--- src/rtl/ens_pipe_pkg.sv ---
// Shared constants and FSM state encoding for the ensemble-layer pipeline blocks.
package ens_pipe_pkg;

    localparam int WIDTH_DEF = 64;
    localparam int CNT_W_DEF = 32;

    typedef enum logic [1:0] {
        EMPTY = 2'd0,
        ONE   = 2'd1,
        FULL  = 2'd2
    } skid_state_e;

endpackage

--- src/rtl/ens_sat_counter.sv ---
// Saturating up-counter: counts cycles with inc_i high and sticks at all-ones.
module ens_sat_counter #(
    parameter int W = 32
) (
    input  logic         clk,
    input  logic         rst,
    input  logic         inc_i,
    output logic [W-1:0] cnt_o
);

    logic [W-1:0] cnt_q;
    logic [W-1:0] cnt_d;

    always_comb begin
        cnt_d = cnt_q;
        if (inc_i && (cnt_q != {W{1'b1}})) begin
            cnt_d = cnt_q + W'(1);
        end
    end

    always_ff @(posedge clk) begin
        if (rst) begin
            cnt_q <= '0;
        end else begin
            cnt_q <= cnt_d;
        end
    end

    assign cnt_o = cnt_q;

endmodule

--- src/rtl/ens_layer_skid_reg.sv ---
// Two-entry skid register between ensemble layers; fully registered valid/ready.
// Define ENS_SKID_PERF_EN to add the saturating stall counter output stall_cnt.
module ens_layer_skid_reg
    import ens_pipe_pkg::*;
#(
    parameter int WIDTH = WIDTH_DEF,
    parameter int CNT_W = CNT_W_DEF
) (
    input  logic             clk,
    input  logic             rst,
    input  logic [WIDTH-1:0] in_data,
    input  logic             in_valid,
    output logic             in_ready,
    output logic [WIDTH-1:0] out_data,
    output logic             out_valid,
    input  logic             out_ready
`ifdef ENS_SKID_PERF_EN
    ,
    output logic [CNT_W-1:0] stall_cnt
`endif
);

    skid_state_e      state_q, state_d;
    logic [WIDTH-1:0] main_q, main_d;
    logic [WIDTH-1:0] skid_q, skid_d;
    logic             in_ready_q;
    logic             out_valid_q;
    logic             in_acc;
    logic             out_acc;

    if (CNT_W < 1) begin : g_bad_cnt_w
        $error("CNT_W must be at least 1");
    end

    assign in_acc  = in_valid && in_ready_q;
    assign out_acc = out_valid_q && out_ready;

    always_comb begin
        state_d = state_q;
        main_d  = main_q;
        skid_d  = skid_q;
        case (state_q)
            EMPTY: begin
                if (in_acc) begin
                    state_d = ONE;
                    main_d  = in_data;
                end
            end
            ONE: begin
                if (in_acc && out_acc) begin
                    main_d = in_data;
                end else if (in_acc) begin
                    state_d = FULL;
                    skid_d  = in_data;
                end else if (out_acc) begin
                    state_d = EMPTY;
                end
            end
            FULL: begin
                if (out_acc) begin
                    state_d = ONE;
                    main_d  = skid_q;
                end
            end
            default: state_d = EMPTY;
        endcase
    end

    // Handshake flags are registered from the next state so out_ready never reaches in_ready combinationally.
    always_ff @(posedge clk) begin
        if (rst) begin
            state_q     <= EMPTY;
            main_q      <= '0;
            skid_q      <= '0;
            in_ready_q  <= 1'b1;
            out_valid_q <= 1'b0;
        end else begin
            state_q     <= state_d;
            main_q      <= main_d;
            skid_q      <= skid_d;
            in_ready_q  <= (state_d != FULL);
            out_valid_q <= (state_d != EMPTY);
        end
    end

    assign in_ready  = in_ready_q;
    assign out_valid = out_valid_q;
    assign out_data  = main_q;

`ifdef ENS_SKID_PERF_EN
    ens_sat_counter #(
        .W (CNT_W)
    ) u_stall_cnt (
        .clk   (clk),
        .rst   (rst),
        .inc_i (out_valid_q && !out_ready),
        .cnt_o (stall_cnt)
    );
`endif

endmodule
--- config.mk ---
export PLATFORM = sky130hd
export DESIGN_NAME = ens_layer_skid_reg
export DESIGN_NICKNAME = d
export VERILOG_FILES = /design/src/rtl/ens_pipe_pkg.sv /design/src/rtl/ens_sat_counter.sv /design/src/rtl/ens_layer_skid_reg.sv
export SDC_FILE = /design/constraint.sdc
export NUM_CORES = 1
export LEC_CHECK = 0
export ABC_AREA = 1
export BUFFER_PORTS_ARGS = -buffer_cell sky130_fd_sc_hd__buf_2
export CAP_MARGIN = 20
export CORE_MARGIN = 2
export CORE_UTILIZATION = 40
export CTS_CLUSTER_SIZE = 10
export DETAILED_ROUTE_END_ITERATION = 10
export GPL_TIMING_DRIVEN = 0
export MAX_ROUTING_LAYER = met4
export PLACE_DENSITY = 0.72
export SLEW_MARGIN = 10
export SYNTH_ARGS = -nofsm -noshare
export SYNTH_HDL_FRONTEND = slang
export SYNTH_SLANG_ARGS = --single-unit
export TNS_END_PERCENT = 20
--- constraint.sdc ---
create_clock -name clk -period 4.04 [get_ports clk]
set_clock_uncertainty 0.15 [all_clocks]
set_input_delay 0.202 -clock clk [delete_from_list [all_inputs] [get_ports clk]]
set_output_delay 0.202 -clock clk [all_outputs]
set_load 0.02 [all_outputs]
== After elaboration in Yosys (flattened, before gate mapping) ==
Index checks and enable logic that the tools add are counted.

* Bits in registers: 132
* Bits in latches: 0
* Memory bits (writable): 0
* ROM bits: 0
* Bits of input ports: 68
* Output and inout bits: 66
* Word-level logic and storage cells: 30
* Memories: 0

* $add $sub $neg: 0
* Multiply operators: 0
* Divide/modulo/power cells: 0
* Magnitude comparators: 0
* Equal/unequal tests: 6
* Shift operators: 0
* Mux-type cells: 10
* Bitwise gates (word level): 1
* Reduce and logical (&&, ||, !) cells: 8

{| class="wikitable"
|+ Operators by type and width
! operator !! count
|-
| 64-bit two-way mux || 3
|-
| 64-bit case mux with 3 select lines || 1
|-
| 2-bit two-way mux || 5
|-
| 2-bit != test (second input constant) || 4
|-
| 2-bit case mux with 3 select lines || 1
|-
| 4-bit AND reduction || 1
|-
| 1-bit logical AND || 3
|-
| 3-bit AND reduction || 1
|-
| 3-bit nonzero test || 1
|-
| 2-bit by 1-bit == test with 1-bit output (second input constant) || 1
|-
| 2-bit == test (second input constant) || 1
|-
| 2-bit logical NOT || 1
|-
| 2-bit nonzero test || 1
|-
| 1-bit NOT || 1
|}

== Longest topological paths before layout ==
* Depth after elaboration: 6
* Gate-level depth with buffers: 9
* Mapped depth without buffers: 7

== Least setup slack after synthesis ==
OpenSTA, ideal clock, no wires.

* Kind: flip-flop to flip-flop
* From: reg out_valid_q (netlist: out_valid)
* To: reg skid_q[13]
* Setup time: 0.116 ns
* Arrival time: 1.162 ns
* Required time: 3.774 ns
* Path slack: 2.612 ns
* Cell stages (with the launch flop): 9
* Path buffers: 2
* Period minus slack after synthesis: 1.428 ns
* Cell sequence: dfxtp_1 nand2_1 nand2_1 nor2_1 inv_1 buf_2 buf_2 nor2_1 nor2_1

* Cells in the longest elaborated chain, start to end: 4

{| class="wikitable"
|+ Ends and longest elaborated chain
! element !! line !! text
|-
| from (decl) || ens_layer_skid_reg.sv:27 || <nowiki>logic out_valid_q;</nowiki>
|-
| from (signal assigned) || ens_layer_skid_reg.sv:82 || <nowiki>out_valid_q <= (state_d != EMPTY);</nowiki>
|-
| 1-bit logical AND || ens_layer_skid_reg.sv:36 || <nowiki>assign out_acc = out_valid_q && out_ready;</nowiki>
|-
| 1-bit logical AND || ens_layer_skid_reg.sv:50 || <nowiki>if (in_acc && out_acc) begin</nowiki>
|-
| 1-bit NOT (no line) || -- ||
|-
| 3-bit AND reduction (no line) || -- ||
|-
| to (signal assigned) || ens_layer_skid_reg.sv:80 || <nowiki>skid_q <= skid_d;</nowiki>
|-
| to (decl) || ens_layer_skid_reg.sv:25 || <nowiki>logic [WIDTH-1:0] skid_q, skid_d;</nowiki>
|}

No other way between the ends.
A chain may end at the register's enable or synchronous reset.

==> metrics.yaml <==
status:
  status: "finished clean"
timing:
  setup_viol: 0
  slew_headroom_pct: 56.1
  tns_ns: 0
  hold_viol: 0
  rsz0062_at_grt: "no"
  finalCritPeriodShare_pct: 49.3
  fmax_mhz: 502
  maxSlewViolCount: 0
  worst_pin_slew_ns: 0.658
  layout_min_cycle_time_ns: 1.99
setup_path:
  slowest_stage: "dlygate4sd3_1"
  cp_slowest_stage_delay_ns: 0.54
  end_kind: "flip-flop"
  crit_path_frequent_cell: "clkbuf_1"
  critPathRequiredTime_ns: 4.25
  r2r_cells: 9
  crit_buf_inv: 5
  r2r_start: "state_q[1]"
  crit_chain: "dlygate4sd3_1 -> buf_2 -> inv_1 -> clkbuf_1 -> clkbuf_1 -> o21ai_0 -> nor2_1"
  crit_start: "rst"
  path_depth: 7
  cp-start-kind: "primary input"
  cp.arrival_ns: 2.20
  regToRegSetupSlack_ns: 2.26
  reg2reg_to: "out_data[24]"
  crit_type: "in2reg"
  crit_fanout: 10
  cpLargestDelayFamily: "buffers and inverters"
synthesis:
  ys_seq_elements: 132
  syn_nets: 992
  syn_avg_cell_area_sq_um: 6.33
  synth_area_sq_um: 5840
  syn_inst: 924
  ys_seq_area_share_pct: 45.2
  ys_warn_count: 0
  synthDistinctLibCells: 11
power_and_ir_drop:
  vdd_drop_max_mv: 0.285
  p_leak_nw: 4.30
  powerDensity_nw_per_um2: 512
  finalPower_mw: 4.08
die:
  num_rows: 44
  initial_core_util_pct: 40.5
  boundaryPins: 134
  coreArea_sq_um: 14400
  dieHeight_microns: 125
  die-area_sq_um: 15600
  fp.dieW_microns: 125
cts:
  cts_tree: "built"
  clk_latency_ns: 0.43
  cts_buffers: 17
  post_cts.repair.setup_buffers: 0
  cts_root_buffer: "clkbuf_16"
  path_clk_slew_ns: 0.05
  ctsResizeCount: 0
  clock_sinks: 132
  htree_levels: 4
  cts_buffer_depth: 2
  cts_hold_buf: 65
drt:
  drt-total-wl_mm: 16.6
  ant_nets: 0
  vias: 6138
  first_iter_violations: 396
  route.detailed.drc: 0
  drtPass1Iterations: 5
  via_per_inst: 4.59
  post_drt_wl_per_cell_microns: 12.4
finish:
  utilization_pct: 55.3
  syn2layout_area_growth_pct: 36.4
  layout-drive-gt1-share_pct: 18.0
  nNetsFinal: 1209
  fin_area_sq_um: 7970
  num_antenna_cells: 0
placement:
  portBuffers: 133
  place_area_sq_um: 6740
  place_congestion: 0.830
  dp_hpwl_mm: 10.7
min_path:
  holdPathStages: 5
  hold_path_end: "in_ready"
  min-delay-path-class: "in2reg"
  hp-start: "out_ready"
global_routing:
  grt_pass1_vias: 5683
  grt_max_degree: 17
  grt_pass1_wl_mm: 26.9
  antenna_found_initial: 0
  grtUsageTotal_pct: 21.9
  grt_overflow_total: 0
flow_run:
  cap_violations: 0
layout make-up:
class	instances	area (sq um)
fill	1400	6450
sequential	132	2640
multi-input combinational	659	2640
timing repair buffer	198	1320
clock buffer	21	450
buffer	63	298
inverter	70	263
tap	184	230
clock inverter	10	133
cells in the final DEF, fill, tap and decap left out:
master	Yosys	final
a21oi_1	1	1
buf_2	43	176
buf_4	2	2
bufinv_16	0	3
clkbuf_1	18	21
clkbuf_16	0	17
clkbuf_8	0	1
clkinv_2	0	4
clkinvlp_4	0	3
dfxtp_1	132	132
dlygate4sd3_1	0	65
inv_1	69	69
inv_2	1	1
nand2_1	268	268
nand3_1	69	69
nor2_1	257	257
o21ai_0	64	64
state kept, by name, summed over array words and instances, names as in the netlist:
register	cells
out_data	64
skid_q	64
state_q	2
in_ready	1
out_valid	1
cells by family after synthesis:
kind of cell	synth area share [%]
and+or+nand+nor	39.6
buffers and inverters	9.59
AOI/OAI and AO/OA	5.57
DFF	45.2
cell usage after synthesis:
library cell	instances	area [sq um]
nand2_1	268	1010
nor2_1	257	965
dfxtp_1	132	2640
inv_1	69	259
nand3_1	69	345
o21ai_0	64	320
buf_2	43	215
clkbuf_1	18	67.6
buf_4	2	15.0
a21oi_1	1	5.00
inv_2	1	3.75
worst max path at each step:
| stage | slack, ns | endpoint |
|---|---|---|
| 3_5_place_dp | 2.25 | skid_q[41] |
| 2_1_floorplan | 2.61 | skid_q[13] |
| 4_1_cts | 2.06 | skid_q[25] |
| 6_report | 2.05 | skid_q[25] |
| 3_3_place_gp | 2.28 | out_data[19] |
| 5_1_grt | 1.88 | skid_q[42] |
stage by stage:
stage                     worst slack, ns  instances  hold WS [ns]
final                                2.05       1337        0.0725
after global placement               2.28       1241         0.289
after detailed placement             2.25       1241         0.296
after global routing                 1.88       1337         0.100
after CTS                            2.06       1337        0.0623
after floorplan                      2.61        924         0.187
routing by layer:
| metal | wire (microns) | global-route usage, % | up-vias | share of wire [%] |
|---|---|---|---|---|
| li1 | - | - | 3238 | - |
| met1 | 7820 | 27.7 | 2686 | 47 |
| met2 | 7580 | 34.2 | 189 | 46 |
| met3 | 874 | 4.73 | 25 | 5.3 |
| met4 | 306 | 8.82 | 0 | 1.8 |
| met5 | 0 | - | - | 0 |
worst register-to-register path, stage by stage (launching register included):
cell	delay [ns]
dfxtp_1	0.43
inv_2	0.08
nand3_1	0.10
nand2_1	0.06
nand2_1	0.06
buf_2	0.30
buf_2	0.29
nand2_1	0.08
nand2_1	0.08
nor2_1	0.06
power breakdown:
group	switching (mW)	internal [mW]	leakage [nW]
clock	0.567	0.977	0.279
sequential	0.0827	1.48	1.09
combinational	0.634	0.339	2.94
total	1.28	2.80	4.30
(Power assumes the default switching activity.)
